===== src/rtl/memory_access_stage_pkg.sv =====
// ---------------------------------------------------------------------------
// mem_stage_pkg
//
// Shared types and helpers for the memory access stage (pipeline stage 3 of
// the RV64IM core).
//   - Width constants for the register file, datapath and opcode name string.
//   - mem_op_e   : what the stage does with an instruction (ALU writeback,
//                  load, store, or no register write).
//   - mem_size_e : access size of a load or store.
//   - state_e    : stage FSM states.
//   - SIZE_STRB  : byte-enable pattern of each access size at lane 0.
//   - decodeOp() : maps the ASCII opcode name to op, size and unsigned flag.
//
// Optional feature macro used by the stage: MEM_STAGE_MISALIGN_TRAP_EN.
// ---------------------------------------------------------------------------
package mem_stage_pkg;

  localparam int REGISTER_NUMBER_WIDTH  = 5;
  localparam int REGISTER_WIDTH         = 64;
  localparam int INSTRUCTION_NAME_WIDTH = 12;

  localparam int RD_W   = REGISTER_NUMBER_WIDTH + 1;
  localparam int NAME_W = INSTRUCTION_NAME_WIDTH * 8 + 1;

  // Opcode names are right-justified ASCII with zero padding on the left.
  typedef logic [NAME_W-1:0] opName_t;

  typedef enum logic [1:0] {OP_ALU, OP_LOAD, OP_STORE, OP_NOWB} mem_op_e;
  typedef enum logic [1:0] {SIZE_B, SIZE_H, SIZE_W, SIZE_D}     mem_size_e;
  typedef enum logic [1:0] {ST_IDLE, ST_REQ, ST_RESP, ST_WB}    state_e;

  typedef struct packed {
    mem_op_e   op;
    mem_size_e size;
    logic      isUnsigned;
  } memDecode_t;

  // Indexed by mem_size_e; shifted left by the lane offset before use.
  localparam logic [7:0] SIZE_STRB [4] = '{8'h01, 8'h03, 8'h0F, 8'hFF};

  // Unrecognised names fall into the no-write class so that an unknown
  // instruction can never corrupt the register file.
  function automatic memDecode_t decodeOp(input opName_t name);
    memDecode_t d;
    d.op         = OP_NOWB;
    d.size       = SIZE_D;
    d.isUnsigned = 1'b0;
    case (name)
      opName_t'("lb"):  begin d.op = OP_LOAD;  d.size = SIZE_B; end
      opName_t'("lh"):  begin d.op = OP_LOAD;  d.size = SIZE_H; end
      opName_t'("lw"):  begin d.op = OP_LOAD;  d.size = SIZE_W; end
      opName_t'("ld"):  begin d.op = OP_LOAD;  d.size = SIZE_D; end
      opName_t'("lbu"): begin d.op = OP_LOAD;  d.size = SIZE_B; d.isUnsigned = 1'b1; end
      opName_t'("lhu"): begin d.op = OP_LOAD;  d.size = SIZE_H; d.isUnsigned = 1'b1; end
      opName_t'("lwu"): begin d.op = OP_LOAD;  d.size = SIZE_W; d.isUnsigned = 1'b1; end
      opName_t'("sb"):  begin d.op = OP_STORE; d.size = SIZE_B; end
      opName_t'("sh"):  begin d.op = OP_STORE; d.size = SIZE_H; end
      opName_t'("sw"):  begin d.op = OP_STORE; d.size = SIZE_W; end
      opName_t'("sd"):  begin d.op = OP_STORE; d.size = SIZE_D; end
      opName_t'("beq"), opName_t'("bne"), opName_t'("blt"), opName_t'("bge"),
      opName_t'("bltu"), opName_t'("bgeu"), opName_t'("fence"),
      opName_t'("fencei"), opName_t'("scall"), opName_t'("sbreak"):
        d.op = OP_NOWB;
      opName_t'("lui"), opName_t'("auipc"), opName_t'("jal"), opName_t'("jalr"),
      opName_t'("addi"), opName_t'("slti"), opName_t'("sltiu"), opName_t'("xori"),
      opName_t'("ori"), opName_t'("andi"), opName_t'("slli"), opName_t'("srli"),
      opName_t'("srai"), opName_t'("add"), opName_t'("sub"), opName_t'("sll"),
      opName_t'("slt"), opName_t'("sltu"), opName_t'("xor"), opName_t'("srl"),
      opName_t'("sra"), opName_t'("or"), opName_t'("and"), opName_t'("addiw"),
      opName_t'("slliw"), opName_t'("srliw"), opName_t'("sraiw"), opName_t'("addw"),
      opName_t'("subw"), opName_t'("sllw"), opName_t'("srlw"), opName_t'("sraw"),
      opName_t'("mul"), opName_t'("mulh"), opName_t'("mulhsu"), opName_t'("mulhu"),
      opName_t'("div"), opName_t'("divu"), opName_t'("rem"), opName_t'("remu"),
      opName_t'("mulw"), opName_t'("divw"), opName_t'("divuw"), opName_t'("remw"),
      opName_t'("remuw"):
        d.op = OP_ALU;
      default:
        d.op = OP_NOWB;
    endcase
    return d;
  endfunction

endpackage


===== src/rtl/memory_access_stage_if.sv =====
// ---------------------------------------------------------------------------
// memory_access_stage_if
//
// Bundles the three channels of the memory access stage:
//   - stage3_* : execute result bundle in (valid/ready, stage is the sink)
//   - mem_req_*/mem_resp_* : memory request out, load response in
//   - wb_*     : register writeback bundle out (valid/ready)
// Modports:
//   master : the memory access stage itself
//   slave  : its environment (execute stage, memory, writeback)
// ---------------------------------------------------------------------------
interface memory_access_stage_if;
  import mem_stage_pkg::*;

  logic                      stage3_valid;
  logic                      stage3_ready;
  logic [REGISTER_WIDTH-1:0] stage3_alu_result;
  logic [REGISTER_WIDTH-1:0] stage3_rs2_val;
  logic [RD_W-1:0]           stage3_rd;
  opName_t                   stage3_opcode_name;

  logic                      mem_req_valid;
  logic                      mem_req_ready;
  logic [63:0]               mem_req_addr;
  logic                      mem_req_write;
  logic [63:0]               mem_req_wdata;
  logic [7:0]                mem_req_wstrb;
  logic                      mem_resp_valid;
  logic [63:0]               mem_resp_rdata;

  logic                      wb_valid;
  logic                      wb_ready;
  logic                      wb_en;
  logic [RD_W-1:0]           wb_rd;
  logic [REGISTER_WIDTH-1:0] wb_data;
  logic                      wb_fault;

  modport master (
    input  stage3_valid, stage3_alu_result, stage3_rs2_val, stage3_rd,
           stage3_opcode_name,
    output stage3_ready,
    output mem_req_valid, mem_req_addr, mem_req_write, mem_req_wdata,
           mem_req_wstrb,
    input  mem_req_ready, mem_resp_valid, mem_resp_rdata,
    output wb_valid, wb_en, wb_rd, wb_data, wb_fault,
    input  wb_ready
  );

  modport slave (
    output stage3_valid, stage3_alu_result, stage3_rs2_val, stage3_rd,
           stage3_opcode_name,
    input  stage3_ready,
    input  mem_req_valid, mem_req_addr, mem_req_write, mem_req_wdata,
           mem_req_wstrb,
    output mem_req_ready, mem_resp_valid, mem_resp_rdata,
    input  wb_valid, wb_en, wb_rd, wb_data, wb_fault,
    output wb_ready
  );

endinterface


===== src/rtl/memory_access_stage_load_align.sv =====
// ---------------------------------------------------------------------------
// load_align
//
// Combinational load data alignment: moves the addressed lane of a 64-bit
// read doubleword down to bit 0 and sign- or zero-extends it to 64 bits.
// Bytes beyond lane 7 (a misaligned access running off the doubleword) read
// as zero before extension.
// Ports:
//   i_rdata    : doubleword read data
//   i_offset   : byte lane of the access (address[2:0])
//   i_size     : access size
//   i_unsigned : 1 = zero-extend, 0 = sign-extend
//   o_data     : aligned, extended load result
// ---------------------------------------------------------------------------
module load_align
  import mem_stage_pkg::*;
(
  input  logic [63:0] i_rdata,
  input  logic [2:0]  i_offset,
  input  mem_size_e   i_size,
  input  logic        i_unsigned,
  output logic [63:0] o_data
);

  logic [63:0] w_shifted;

  assign w_shifted = i_rdata >> {i_offset, 3'b000};

  // Extend from the top bit of the access size; doublewords need no extension.
  always_comb begin
    o_data = w_shifted;
    case (i_size)
      SIZE_B: o_data = i_unsigned ? {56'd0, w_shifted[7:0]}
                                  : {{56{w_shifted[7]}}, w_shifted[7:0]};
      SIZE_H: o_data = i_unsigned ? {48'd0, w_shifted[15:0]}
                                  : {{48{w_shifted[15]}}, w_shifted[15:0]};
      SIZE_W: o_data = i_unsigned ? {32'd0, w_shifted[31:0]}
                                  : {{32{w_shifted[31]}}, w_shifted[31:0]};
      default: o_data = w_shifted;
    endcase
  end

endmodule


===== src/rtl/memory_access_stage.sv =====
// ---------------------------------------------------------------------------
// memory_access_stage
//
// Pipeline stage 3 of the RV64IM core. Takes one execute bundle at a time,
// performs the load/store over the memory request/response channel with
// byte-lane alignment, and presents the register writeback bundle. Non-memory
// instructions pass the ALU result straight to writeback. Execute is
// back-pressured (stage3_ready low) whenever an instruction is in flight.
// Ports:
//   clk     : rising-edge clock
//   reset_n : asynchronous active-low reset, aborts any instruction in flight
//   bus     : memory_access_stage_if.master (stage3_*, mem_req_*/mem_resp_*,
//             wb_*)
// Optional feature: MEM_STAGE_MISALIGN_TRAP_EN
//   defined   - misaligned h/w/d accesses skip memory and write back a fault
//               carrying the faulting address
//   undefined - accesses are issued as-is, wb_fault is tied to 0
// All outputs come straight from registers; no input reaches stage3_ready or
// mem_req_* combinationally.
// ---------------------------------------------------------------------------
module memory_access_stage
  import mem_stage_pkg::*;
(
  input  logic                  clk,
  input  logic                  reset_n,
  memory_access_stage_if.master bus
);

  state_e                    r_state;
  state_e                    w_nextState;

  mem_op_e                   r_op;
  mem_size_e                 r_size;
  logic                      r_unsigned;
  logic [RD_W-1:0]           r_rd;
  logic [REGISTER_WIDTH-1:0] r_addr;
  logic                      r_reqWrite;
  logic [63:0]               r_reqWdata;
  logic [7:0]                r_reqWstrb;
  logic                      r_wbEn;
  logic [REGISTER_WIDTH-1:0] r_wbData;
`ifdef MEM_STAGE_MISALIGN_TRAP_EN
  logic                      r_wbFault;
`endif

  memDecode_t                w_dec;
  logic                      w_accept;
  logic [2:0]                w_off;
  logic                      w_isMem;
  logic                      w_trap;
  logic                      w_wbEnNext;
  logic [15:0]               w_strbWide;
  logic [63:0]               w_storeData;
  logic [63:0]               w_loadData;

  assign w_dec       = decodeOp(bus.stage3_opcode_name);
  assign w_accept    = (r_state == ST_IDLE) && bus.stage3_valid;
  assign w_off       = bus.stage3_alu_result[2:0];
  assign w_isMem     = (w_dec.op == OP_LOAD) || (w_dec.op == OP_STORE);
  // Shift in 16 bits so strobes pushed past lane 7 fall off the top.
  assign w_strbWide  = {8'h00, SIZE_STRB[w_dec.size]} << w_off;
  assign w_storeData = bus.stage3_rs2_val << {w_off, 3'b000};

`ifdef MEM_STAGE_MISALIGN_TRAP_EN
  logic w_misaligned;

  // Bytes never cross a lane boundary, so only h/w/d can be misaligned.
  always_comb begin
    w_misaligned = 1'b0;
    case (w_dec.size)
      SIZE_H:  w_misaligned = w_off[0];
      SIZE_W:  w_misaligned = |w_off[1:0];
      SIZE_D:  w_misaligned = |w_off;
      default: w_misaligned = 1'b0;
    endcase
  end

  assign w_trap = w_isMem && w_misaligned;
`else
  assign w_trap = 1'b0;
`endif

  assign w_wbEnNext = !w_trap && (bus.stage3_rd != '0) &&
                      ((w_dec.op == OP_ALU) || (w_dec.op == OP_LOAD));

  load_align u_loadAlign (
    .i_rdata    (bus.mem_resp_rdata),
    .i_offset   (r_addr[2:0]),
    .i_size     (r_size),
    .i_unsigned (r_unsigned),
    .o_data     (w_loadData)
  );

  // State register.
  always_ff @(posedge clk or negedge reset_n) begin
    if (!reset_n) begin
      r_state <= ST_IDLE;
    end else begin
      r_state <= w_nextState;
    end
  end

  // Next-state logic. A trapped access never reaches the memory channel.
  always_comb begin
    w_nextState = r_state;
    case (r_state)
      ST_IDLE: begin
        if (bus.stage3_valid) begin
          w_nextState = (w_isMem && !w_trap) ? ST_REQ : ST_WB;
        end
      end
      ST_REQ: begin
        if (bus.mem_req_ready) begin
          w_nextState = (r_op == OP_LOAD) ? ST_RESP : ST_WB;
        end
      end
      ST_RESP: begin
        if (bus.mem_resp_valid) begin
          w_nextState = ST_WB;
        end
      end
      ST_WB: begin
        if (bus.wb_ready) begin
          w_nextState = ST_IDLE;
        end
      end
      default: w_nextState = ST_IDLE;
    endcase
  end

  // Bundle capture at acceptance and load data capture on the response.
  // Everything else holds, which keeps request and writeback fields stable
  // while their handshakes are pending.
  always_ff @(posedge clk or negedge reset_n) begin
    if (!reset_n) begin
      r_op       <= OP_NOWB;
      r_size     <= SIZE_B;
      r_unsigned <= 1'b0;
      r_rd       <= '0;
      r_addr     <= '0;
      r_reqWrite <= 1'b0;
      r_reqWdata <= '0;
      r_reqWstrb <= '0;
      r_wbEn     <= 1'b0;
      r_wbData   <= '0;
`ifdef MEM_STAGE_MISALIGN_TRAP_EN
      r_wbFault  <= 1'b0;
`endif
    end else if (w_accept) begin
      r_op       <= w_dec.op;
      r_size     <= w_dec.size;
      r_unsigned <= w_dec.isUnsigned;
      r_rd       <= bus.stage3_rd;
      r_addr     <= bus.stage3_alu_result;
      r_reqWrite <= (w_dec.op == OP_STORE);
      r_reqWdata <= (w_dec.op == OP_STORE) ? w_storeData : '0;
      r_reqWstrb <= (w_dec.op == OP_STORE) ? w_strbWide[7:0] : '0;
      r_wbEn     <= w_wbEnNext;
      r_wbData   <= ((w_dec.op == OP_ALU) || w_trap) ? bus.stage3_alu_result : '0;
`ifdef MEM_STAGE_MISALIGN_TRAP_EN
      r_wbFault  <= w_trap;
`endif
    end else if ((r_state == ST_RESP) && bus.mem_resp_valid) begin
      r_wbData   <= w_loadData;
    end
  end

  assign bus.stage3_ready  = (r_state == ST_IDLE);
  assign bus.mem_req_valid = (r_state == ST_REQ);
  assign bus.mem_req_addr  = {r_addr[63:3], 3'b000};
  assign bus.mem_req_write = r_reqWrite;
  assign bus.mem_req_wdata = r_reqWdata;
  assign bus.mem_req_wstrb = r_reqWstrb;
  assign bus.wb_valid      = (r_state == ST_WB);
  assign bus.wb_en         = r_wbEn;
  assign bus.wb_rd         = r_rd;
  assign bus.wb_data       = r_wbData;
`ifdef MEM_STAGE_MISALIGN_TRAP_EN
  assign bus.wb_fault      = r_wbFault;
`else
  assign bus.wb_fault      = 1'b0;
`endif

endmodule


===== src/flat_wrapper.sv =====
// flat-port wrapper written by rule: the top's interface ports become plain ports
module memory_access_stage_flat import mem_stage_pkg::*;
  (clk, reset_n, bus_stage3_valid, bus_stage3_alu_result, bus_stage3_rs2_val, bus_stage3_rd, bus_stage3_opcode_name, bus_stage3_ready, bus_mem_req_valid, bus_mem_req_addr, bus_mem_req_write, bus_mem_req_wdata, bus_mem_req_wstrb, bus_mem_req_ready, bus_mem_resp_valid, bus_mem_resp_rdata, bus_wb_valid, bus_wb_en, bus_wb_rd, bus_wb_data, bus_wb_fault, bus_wb_ready);
  memory_access_stage_if bus_i ();
  input  logic clk;
  input  logic reset_n;
  input wire logic [$bits(bus_i.stage3_valid)-1:0] bus_stage3_valid;
  input wire logic [$bits(bus_i.stage3_alu_result)-1:0] bus_stage3_alu_result;
  input wire logic [$bits(bus_i.stage3_rs2_val)-1:0] bus_stage3_rs2_val;
  input wire logic [$bits(bus_i.stage3_rd)-1:0] bus_stage3_rd;
  input wire logic [$bits(bus_i.stage3_opcode_name)-1:0] bus_stage3_opcode_name;
  output wire logic [$bits(bus_i.stage3_ready)-1:0] bus_stage3_ready;
  output wire logic [$bits(bus_i.mem_req_valid)-1:0] bus_mem_req_valid;
  output wire logic [$bits(bus_i.mem_req_addr)-1:0] bus_mem_req_addr;
  output wire logic [$bits(bus_i.mem_req_write)-1:0] bus_mem_req_write;
  output wire logic [$bits(bus_i.mem_req_wdata)-1:0] bus_mem_req_wdata;
  output wire logic [$bits(bus_i.mem_req_wstrb)-1:0] bus_mem_req_wstrb;
  input wire logic [$bits(bus_i.mem_req_ready)-1:0] bus_mem_req_ready;
  input wire logic [$bits(bus_i.mem_resp_valid)-1:0] bus_mem_resp_valid;
  input wire logic [$bits(bus_i.mem_resp_rdata)-1:0] bus_mem_resp_rdata;
  output wire logic [$bits(bus_i.wb_valid)-1:0] bus_wb_valid;
  output wire logic [$bits(bus_i.wb_en)-1:0] bus_wb_en;
  output wire logic [$bits(bus_i.wb_rd)-1:0] bus_wb_rd;
  output wire logic [$bits(bus_i.wb_data)-1:0] bus_wb_data;
  output wire logic [$bits(bus_i.wb_fault)-1:0] bus_wb_fault;
  input wire logic [$bits(bus_i.wb_ready)-1:0] bus_wb_ready;
  assign bus_i.stage3_valid = bus_stage3_valid;
  assign bus_i.stage3_alu_result = bus_stage3_alu_result;
  assign bus_i.stage3_rs2_val = bus_stage3_rs2_val;
  assign bus_i.stage3_rd = bus_stage3_rd;
  assign bus_i.stage3_opcode_name = bus_stage3_opcode_name;
  assign bus_stage3_ready = bus_i.stage3_ready;
  assign bus_mem_req_valid = bus_i.mem_req_valid;
  assign bus_mem_req_addr = bus_i.mem_req_addr;
  assign bus_mem_req_write = bus_i.mem_req_write;
  assign bus_mem_req_wdata = bus_i.mem_req_wdata;
  assign bus_mem_req_wstrb = bus_i.mem_req_wstrb;
  assign bus_i.mem_req_ready = bus_mem_req_ready;
  assign bus_i.mem_resp_valid = bus_mem_resp_valid;
  assign bus_i.mem_resp_rdata = bus_mem_resp_rdata;
  assign bus_wb_valid = bus_i.wb_valid;
  assign bus_wb_en = bus_i.wb_en;
  assign bus_wb_rd = bus_i.wb_rd;
  assign bus_wb_data = bus_i.wb_data;
  assign bus_wb_fault = bus_i.wb_fault;
  assign bus_i.wb_ready = bus_wb_ready;
  memory_access_stage u_core (.clk(clk), .reset_n(reset_n), .bus(bus_i));
endmodule

===== config.mk =====
export PLATFORM = sky130hd
export DESIGN_NAME = memory_access_stage_flat
export DESIGN_NICKNAME = d
export VERILOG_FILES = /design/src/rtl/memory_access_stage_pkg.sv /design/src/rtl/memory_access_stage_if.sv /design/src/rtl/memory_access_stage_load_align.sv /design/src/rtl/memory_access_stage.sv /design/src/flat_wrapper.sv
export SDC_FILE = /design/constraint.sdc
export NUM_CORES = 1
export LEC_CHECK = 0
export CAP_MARGIN = 40
export CORE_AREA = 5 5 195 197
export DETAILED_ROUTE_END_ITERATION = 16
export DIE_AREA = 0 0 200 202
export PLACE_DENSITY = 0.73
export SYNTH_ARGS = -nofsm -noshare
export SYNTH_HDL_FRONTEND = slang
export SYNTH_SLANG_ARGS = --single-unit

===== constraint.sdc =====
create_clock -name clk -period 2.68 [get_ports clk]
set_clock_uncertainty 0.15 [all_clocks]
set_input_delay 0.804 -clock clk [delete_from_list [all_inputs] [get_ports clk]]
set_output_delay 0.804 -clock clk [all_outputs]
set_load 0.05 [all_outputs]

==> results of run 1 <==
worst max-delay path: stages:
cell       delay (ps)
buf_6              90
nor4bb_4          160
buf_6             130
nand4_1           180
buf_4             180
o32ai_2            70
a32oi_1           240
nand3_2            90
or4_4             530
o221ai_4          230
buf_12            180
buf_12            120
clkbuf_16         160
o21ai_2            50
metal layers:
layer / GRT usage, % / vias up
li1: - / 6979
met1: 37.2 / 7702
met2: 55.1 / 834
met3: 8.00 / 208
met4: 13.9 / 6
met5: 0 / -
cells in the final DEF (no fill, tap or decap), drive strengths merged, types with 5 or more instances in the layout:
cell type,instances
a211oi,20
a21o,5
a21oi,45
a22o,26
a22oi,6
a32o,5
a32oi,10
and2,15
and4b,7
buf,337
clkbuf,54
clkdlybuf4s15,11
clkdlybuf4s50,197
clkinv,7
dfrtp,213
diode,8
dlygate4sd2,197
dlymetal6s2s,30
inv,14
mux2,24
mux2i,65
mux4,26
nand2,361
nand2b,5
nand3,30
nand4,25
nor2,96
nor2b,32
nor3,17
nor4,30
nor4bb,8
o211ai,35
o21a,15
o21ai,152
o221ai,33
o22ai,22
or3,9
per-stage QoR:
| step | power (mW) | util (%) | cell area, um^2 | cells | worst slack [ps] |
|---|---|---|---|---|---|
| floorplan | 12.6 | - | 14000 | 1592 | -616 |
| global placement | 16.4 | 56.6 | 20400 | 2606 | -1390 |
| detailed placement | 16.6 | 56.6 | 20400 | 2606 | -1420 |
| CTS | 20.2 | 62.1 | 22400 | 2706 | -274 |
| global route | 21.4 | 63.7 | 23000 | 2722 | -366 |
| finish | 20.5 | 63.7 | 23000 | 2723 | -286 |
layout make-up:
cell class / instances / area [um^2] / area share [%]
Multi-Input combinational cell: 1179 / 8490 / 36.9
Tap cell: 468 / 586 / 2.55
Antenna cell: 8 / 20.0 / 0.0872
Timing Repair Buffer: 792 / 7550 / 32.9
Clock buffer: 35 / 734 / 3.20
Sequential cell: 215 / 5390 / 23.4
Clock inverter: 10 / 153 / 0.665
Inverter: 16 / 60.1 / 0.261
worst max-delay path by stage:
stage               depth (start not counted)                           to                  startpoint  slack (ps)
floorplan                                   8  u_core.bus.mem_req_wstrb[5]  bus_stage3_opcode_name[27]        -620
global placement                           10       u_core.bus.wb_data[29]  bus_stage3_opcode_name[27]       -1390
detailed placement                         10  u_core.bus.mem_req_wdata[1]  bus_stage3_opcode_name[81]       -1420
CTS                                        11  u_core.bus.mem_req_wdata[3]  bus_stage3_opcode_name[85]        -270
global route                               10  u_core.bus.mem_req_wdata[6]  bus_stage3_opcode_name[89]        -370
finish                                     14       u_core.bus.wb_data[57]  bus_stage3_opcode_name[14]        -290
cell families (layout without fill, tap and decap cells):
group	count (synthesis)	in the layout
and+or+nand+nor	658	659
AOI/OAI and AO/OA	396	396
DFF	215	215
buffers and inverters	199	853
muxes	115	115
adders and majority gates	4	4
other	1	12
xor gates and xnor gates	1	1
state kept, by name, indices dropped and copies added, names as in the netlist:
register                  cells
u_core.bus.mem_req_wdata     64
u_core.bus.wb_data           64
u_core.r_addr                64
u_core.bus.mem_req_wstrb      8
u_core.bus.wb_rd              6
u_core.r_op                   2
u_core.r_size                 2
u_core.r_state                2
u_core.bus.mem_req_write      1
u_core.bus.wb_en              1
u_core.r_unsigned             1
repair_timing:
item,CTS,global route
pin swaps,69,76
gates resized for setup,543,200
endpoints found under the setup margin,308,156
hold endpoints to repair,0,0
cloned,13,4
setup buffers,46,16
report_power, final:
part | leakage, nW | total (mW) | switching [mW] | internal [mW]
registers | 2.78 | 4.93 | 0.655 | 4.27
clock network | 0.427 | 3.70 | 1.48 | 2.21
logic | 7.57 | 11.9 | 7.76 | 4.11
==> run summary, run 1 <==
Final setup viols -> 140
Worst r2r dst -> u_core.bus.wb_data[59]
Area share of fa/ha/maj cells after synthesis -> 0.366%
Worst EP arrival -> 3230 ps
Largest family of logic cells by synthesized area -> simple AND/OR/NAND/NOR gates
Vias in the first global route -> 16500
Initial DRC count -> 1059
DRC -> 0
Max Cap Viol -> 0
Most common cell in the netlist -> nand2_1
ANT nets after route -> 0
Largest net degree at the start of global routing -> 70
Min cycle time layout -> 2970 ps
WL met2 -> 33.7 mm
RR Startpoint -> u_core.r_addr[0]
RSZ-0062 raised after global routing -> yes
Slew headroom -> 47.3%
Fin Setup TNS -> -27130 ps
Worst Hold Class -> in2async
Slew at the pin closest to its max-slew limit -> 788 ps
Clock Latency Late Sink -> 550 ps
Average vias per placed instance -> 5.78
Wire per inst -> 25.0 um
Fmax -> 337 MHz
Routed Wire Length -> 68.1 mm
Total GRT Usage -> 31.9%
Initial antenna violation count -> 12
Share of cells above drive strength 1 -> 30.3%
VDD IR max -> 0.791 mV
Hold buffer count at CTS -> 0
PwrDens -> 892 nW/um^2
First-pass GRT wire length -> 99.9 mm
Flop-to-flop setup slack -> -120 ps
TritonCTS Buffers -> 26
Gpl congestion -> 0.989
Synth Area in Compound Gates -> 19.0%
Largest cells by area after synthesis -> dfrtp_1, nand2_1, o21ai_0
Clock root buffer -> clkbuf_16
CTS tree -> built
Yosys cell types -> 72
Via count -> 15700
DRT Pass-1 Iters -> 5
Post-synthesis mux area share -> 11.0%
FP Rows -> 70
Placed wire-length estimate -> 50.8 mm
Failing checks -> setup timing
Hold slack -> 33.4 ps
DIE AREA -> 40400 um^2
Asr flop ratio synth -> 100%
Clock sink count -> 215
Worst R2R Path Depth -> 9
Final net count -> 2535
I/O Pins -> 513
Tcrit/Tclk final -> 111%
Status -> complete, but fails checks
Area leader, netlist -> dfrtp_1
Core area -> 36100 um^2
Crit end category -> register
Slew Viols, Final -> 0
Critical Path Source Type -> primary input
Leakage -> 10.8 nW
Synth top cells by count -> nand2_1, dfrtp_1, o21ai_0, nor2_1, clkbuf_1
Clock slew at the register clock pins of the worst setup and hold paths -> 60 ps
Critical path peak fanout -> 7
Yosys reg bits -> 215
Top sig layer -> met5
Xor/xnor share of the synthesized area -> 0.0641%
Post-synthesis sequential area ratio -> 39.4%
Synth top area share -> 39.0%
Chip height -> 202 um
Metal-1 WL -> 24.7 mm
Layout fillers -> 3057
IO Port Bufs -> 508
Post-route setup slack -> -286 ps
Gate Count Post-Synth -> 1589
Top FF cell, synth -> dfrtp_1
Mapped cell area -> 13700 um^2
GRT overflow -> 0
Simple-gate share of the synthesized area -> 22.7%
Worst Path Class, Setup -> in2reg
CTS Buffer Depth -> 3
Avg Inst Size Synth -> 8.60 um^2
Critical Path RT -> 2950 ps
Die X -> 200 um
Initial core utilization -> 37.9%
Hold Fails Final Rpt -> 0
Metal3 WL -> 6.24 mm
Layout Area Growth over Synthesis -> 68.1%
CTS H-tree depth -> 1
Number of synthesized flops with an enable pin -> 0
Syn. warnings -> 0
Note: power is estimated with default switching activity, not from simulation.
==> run 2: changes to the inputs <==
- TNS_END_PERCENT: unset -> 5
==> run summary, run 2 (synthesis results as in run 1) <==
Vias in the first global route -> 16100 (-2.6%)
First-pass GRT wire length -> 98.1 mm (-1.9%)
Initial DRC count -> 1103 (+4.2%)
Core area -> 36100 um^2 (unchanged)
Status -> complete, but fails checks
CP delay by family, top -> simple AND/OR/NAND/NOR gates
Largest stage delay, worst path -> 580 ps (+50 ps)
RSZ-0062 raised after global routing -> yes
Slew at the pin closest to its max-slew limit -> 861 ps (+72.8 ps)
CP max stage cell -> or4_4
VDD IR max -> 0.813 mV (+2.8%)
Worst EP arrival -> 3300 ps (+70 ps)
Slew headroom -> 42.4% (-4.9 points)
Routed Wire Length -> 66.7 mm (-2.1%)
Critical path peak fanout -> 6 (-1)
Min cycle time layout -> 2980 ps (+9.98 ps)
Commonest non-fill, non-tap cell in the layout -> nand2_1
Clock Latency Late Sink -> 540 ps (about the same)
Wire per inst -> 24.6 um (-1.7%)
Initial antenna violation count -> 8 (-4)
Total GRT Usage -> 31.3% (-0.60 points)
ANT nets after route -> 0 (unchanged)
Worst Hold Class -> reg2reg
Hold slack -> 321 ps (+288 ps)
FP Rows -> 70 (unchanged)
Leakage -> 10.9 nW (+0.73%)
Most frequent cells in the layout -> nand2_1, buf_4, dfrtp_1, clkdlybuf4s50_1, dlygate4sd2_1
Share of cells above drive strength 1 -> 26.5% (-3.8 points)
Failing checks -> setup timing
Layout Area Growth over Synthesis -> 63.8%
DRT Pass-1 Iters -> 6 (+1)
RR Startpoint -> u_core.r_addr[0]
WHS Path Cells -> 2
Critical Path Source Type -> primary input
Slew Viols, Final -> 0 (unchanged)
Hold Fails Final Rpt -> 0 (unchanged)
Placed wire-length estimate -> 50.9 mm (+0.28%)
Gpl congestion -> 0.951 (-3.9%)
CTS tree -> built
Crit. Startpoint -> bus_stage3_opcode_name[0]
Crit end category -> register
Clock sink count -> 215 (unchanged)
TritonCTS Buffers -> 26 (unchanged)
DIE AREA -> 40400 um^2 (unchanged)
Worst-path cell chain -> dlygate4sd2_1, buf_6, nor4_1, a21oi_1, or4_4, or3_4, nor3_4, clkbuf_16, a22o_1
Bufs and invs on worst path -> 3 (-3)
Final setup viols -> 98 (-30%)
PwrDens -> 905 nW/um^2 (+1.5%)
GRT overflow -> 0 (unchanged)
Initial core utilization -> 37.9% (unchanged)
Via count -> 15500 (-1.6%)
Largest net degree at the start of global routing -> 89 (+27%)
Fmax -> 336 MHz (-0.34%)
Worst R2R Path Depth -> 11 (+2)
Flop-to-flop setup slack -> -160 ps (-40 ps)
Critical Path RT -> 3010 ps (+60 ps)
Clock root buffer -> clkbuf_16
DRC -> 0 (unchanged)
Tcrit/Tclk final -> 111% (+0.37 points)
Pwr Total -> 20.3 mW (-1.1%)
Chip height -> 202 um (unchanged)
Worst Path Class, Setup -> in2reg
CTS Buffer Depth -> 3 (unchanged)
Average vias per placed instance -> 5.71 (-1.2%)
Clock slew at the register clock pins of the worst setup and hold paths -> 60 ps (about the same)
CTS H-tree depth -> 1 (unchanged)
HP Start -> u_core.r_addr[50]
Die X -> 200 um (unchanged)
Post-route setup slack -> -296 ps (-9.98 ps)
IO Port Bufs -> 508 (unchanged)
Max Cap Viol -> 0 (unchanged)
Hold Path Sink -> u_core.r_addr[50]
Worst r2r dst -> u_core.bus.wb_data[36]
Final net count -> 2527 (-0.32%)
I/O Pins -> 513 (unchanged)
-- run 2: stage by stage --
step	instances	TNS, ps	setup slack (ps)	utilization [%]	cell area, um^2
2_1_floorplan	1592	-49440	-616	-	13700
3_3_place_gp	2621	-151070	-1220	56.3	20300
3_5_place_dp	2621	-157960	-1210	56.3	20300
4_1_cts	2701	-33950	-456	60.9	22000
5_1_grt	2711	-26270	-341	62.0	22400
6_report	2712	-16130	-296	62.0	22400
-- run 2: area by class of cell --
cell class              instances  area (um^2)
fillers                      3158        13700
multi-input cells            1178         8010
repair buffers                785         7480
flip-flops and latches        215         5390
clock buffers                  35          734
well taps                     468          586
clock inverters                 9          114
inverters                      16         60.1
diodes                          6         15.0
-- run 2: worst reg2reg max path, stage by stage (launching register included) --
cell	delay, ps
dfrtp_2	490
mux4_2	580
mux2i_4	190
nor2b_4	190
a2111oi_4	70
a21oi_1	150
o211ai_1	120
buf_4	180
buf_12	130
buf_16	150
o221ai_2	210
o21ai_2	100
-- run 2: worst max path at each step --
stage	end	slack, ps	cells after the start
after floorplan	u_core.bus.mem_req_wstrb[5]	-620	8
after global placement	u_core.bus.mem_req_wstrb[5]	-1220	8
after detailed placement	u_core.bus.mem_req_wstrb[5]	-1210	8
after CTS	u_core.bus.mem_req_wdata[6]	-460	10
after global routing	u_core.bus.mem_req_wdata[3]	-340	11
final	u_core.bus.mem_req_wdata[3]	-300	9
-- run 2: what timing repair did --
item / in CTS / in global routing
hold buffers: 1 / 0
gates cloned: 8 / 1
resized for setup: 464 / 180
buffers inserted: 31 / 5
setup endpoints to repair: 274 / 174
hold endpoints to repair: 30 / 0
pin swaps: 58 / 52
-- run 2: layer usage --
metal	up-vias	global-route usage [%]	wire (um)
met3	132	6.22	6020
met1	7521	39.1	25400
met2	856	54.0	32800
met4	4	10.4	2360
li1	6969	-	-
met5	-	0	30
-- run 2: power breakdown --
group          total, mW  internal, mW  switching, mW  leakage, nW
Sequential          4.89          4.27          0.620         2.78
Clock               3.56          2.11           1.45        0.421
Combinational       11.8          4.18           7.64         7.66
==> run 3: changes to the inputs <==
- CTS_BUF_LIST: unset -> sky130_fd_sc_hd__clkbuf_16
==> run summary, run 3 (synthesis results as in run 1) <==
Met3 Track Usage GR -> 7.77% (+1.6 points)
VDD IR max -> 0.806 mV (-0.91%)
DRT Pass-1 Iters -> 5 (-1)
Clock sink count -> 215 (unchanged)
Non-Filler Cell Area, Final -> 22500 um^2 (+0.56%)
RR Startpoint -> u_core.r_addr[0]
HP Start -> u_core.r_addr[50]
Worst EP arrival -> 3310 ps (about the same)
RSZ-0062 raised after global routing -> yes
CTS H-tree depth -> 1 (unchanged)
I/O Pins -> 513 (unchanged)
Flop-to-flop setup slack -> -210 ps (-50 ps)
Critical Path RT -> 3010 ps (about the same)
Final Util -> 62.4% (+0.35 points)
Worst R2R Path Depth -> 11 (unchanged)
GRT overflow -> 0 (unchanged)
IO Port Bufs -> 508 (unchanged)
Post-route setup slack -> -303 ps (-6.67 ps)
Initial core utilization -> 37.9% (unchanged)
DP Area -> 20300 um^2 (unchanged)
Via count -> 15500 (+0.30%)
Crit end category -> register
Slew at the pin closest to its max-slew limit -> 840 ps (-21.0 ps)
Gpl congestion -> 0.951 (unchanged)
Slew Viols, Final -> 0 (unchanged)
Chip height -> 202 um (unchanged)
Min cycle time layout -> 2980 ps (+6.67 ps)
Final setup viols -> 119 (+21%)
FP Rows -> 70 (unchanged)
CTS tree -> built
Clock root buffer -> clkbuf_16
Critical path peak fanout -> 6 (unchanged)
Total GRT Usage -> 31.2% (-0.14 points)
Slew headroom -> 43.8% (+1.4 points)
Die X -> 200 um (unchanged)
Commonest non-fill, non-tap cell in the layout -> nand2_1
Worst Hold Class -> reg2reg
ANT nets after route -> 0 (unchanged)
TritonCTS Buffers -> 26 (unchanged)
Clock Latency Late Sink -> 530 ps (about the same)
WHS Path Cells -> 2 (unchanged)
Gr busiest metal -> met2
Layout fillers -> 3128 (-0.95%)
Largest net degree at the start of global routing -> 89 (unchanged)
Placed wire-length estimate -> 50.9 mm (unchanged)
DIE AREA -> 40400 um^2 (unchanged)
Average vias per placed instance -> 5.71 (about the same)
Initial antenna violation count -> 12 (+4)
Worst r2r dst -> u_core.bus.wb_data[49]
Critical Path Source Type -> primary input
Storage element area -> 5390 um^2 (unchanged)
Failing checks -> setup timing
PwrDens -> 892 nW/um^2 (-1.5%)
Tcrit/Tclk final -> 111% (+0.25 points)
Clock slew at the register clock pins of the worst setup and hold paths -> 60 ps (about the same)
Most frequent cells in the layout -> nand2_1, buf_4, dfrtp_1, clkdlybuf4s50_1, dlygate4sd2_1
Hold Path Sink -> u_core.r_addr[50]
First-pass GRT wire length -> 97.1 mm (-1.0%)
Layout Area Growth over Synthesis -> 64.7%
Share of cells above drive strength 1 -> 25.9% (-0.57 points)
DRC -> 0 (unchanged)
M2 GR Usage -> 52.2% (-1.7 points)
Leakage -> 10.9 nW (+0.78%)
Final net count -> 2534 (+0.28%)
Wire per inst -> 24.6 um (+0.12%)
Initial DRC count -> 1133 (+2.7%)
Routed Wire Length -> 66.9 mm (+0.38%)
Hold Fails Final Rpt -> 0 (unchanged)
Routing usage on met1 -> 37.9% (-1.2 points)
CTS Buffer Depth -> 3 (unchanged)
Core area -> 36100 um^2 (unchanged)
Max Cap Viol -> 0 (unchanged)
Status -> complete, but fails checks
Worst Path Class, Setup -> in2reg
Vias in the first global route -> 16000 (-0.36%)
Multi-input gate area -> 8020 um^2 (+0.16%)
Fmax -> 335 MHz (-0.22%)
-- run 3: cell types whose count changed in the layout (fill, tap and decap cells not counted), sizes merged --
cell,change
buf,+2
clkbuf,-13
clkdlybuf4s15,+7
clkdlybuf4s50,+2
clkinv,+5
dlygate4sd2,-2
dlymetal6s2s,+2
inv,+4
-- run 3: critical path: stages --
cell	delay (ps)
dlygate4sd2_1	260
buf_6	140
nor2_1	150
nand3b_1	140
a21oi_1	150
a21oi_1	110
or4_4	580
or3_4	400
nor3_4	260
clkbuf_16	200
a22o_1	110
-- run 3: worst max path at each step --
stage | slack, ps | start | cells past startpoint | end
6_report | -300 | bus_stage3_opcode_name[0] | 11 | u_core.bus.mem_req_wdata[1]
3_5_place_dp | -1210 | bus_stage3_opcode_name[29] | 8 | u_core.bus.mem_req_wstrb[5]
5_1_grt | -380 | bus_stage3_opcode_name[0] | 11 | u_core.bus.mem_req_wdata[3]
3_3_place_gp | -1220 | bus_stage3_opcode_name[22] | 8 | u_core.bus.mem_req_wstrb[5]
4_1_cts | -460 | bus_stage3_opcode_name[40] | 10 | u_core.bus.mem_req_wdata[6]
2_1_floorplan | -620 | bus_stage3_opcode_name[27] | 8 | u_core.bus.mem_req_wstrb[5]
-- run 3: repair_timing --
action / CTS / global route
hold buffers: 1 / 0
pin swaps: 57 / 60
endpoints found under the hold margin: 30 / 0
endpoints found under the setup margin: 270 / 178
cloned: 8 / 3
gates resized for setup: 439 / 178
setup buffers: 29 / 11
-- run 3: cell type report --
type / count / share of cell area (%)
Multi-Input combinational cell: 1178 / 35.6
Timing Repair Buffer: 792 / 34.0
Sequential cell: 215 / 23.9
Clock buffer: 26 / 2.89
Tap cell: 468 / 2.60
Clock inverter: 18 / 0.656
Inverter: 16 / 0.267
Antenna cell: 6 / 0.0667
-- run 3: layer usage --
metal	vias to the layer above	wire [um]
met5	-	67
met4	12	3420
met3	169	6490
met2	856	32100
met1	7523	24900
li1	6969	-
-- run 3: through the flow --
stage,total power [mW],hold WS [ps],TNS [ps],instances,setup slack (ps)
detailed placement,16.6,312,-157960,2621,-1210
CTS,20.1,326,-34560,2699,-456
finish,20.1,323,-22210,2719,-303
global placement,16.4,307,-151070,2621,-1220
floorplan,12.5,297,-49440,1592,-616
global route,21.0,348,-30550,2719,-377
-- run 3: where the power goes --
| group | switching, mW | internal [mW] |
|---|---|---|
| Sequential | 0.617 | 4.27 |
| Combinational | 7.63 | 4.19 |
| Clock | 1.43 | 1.95 |
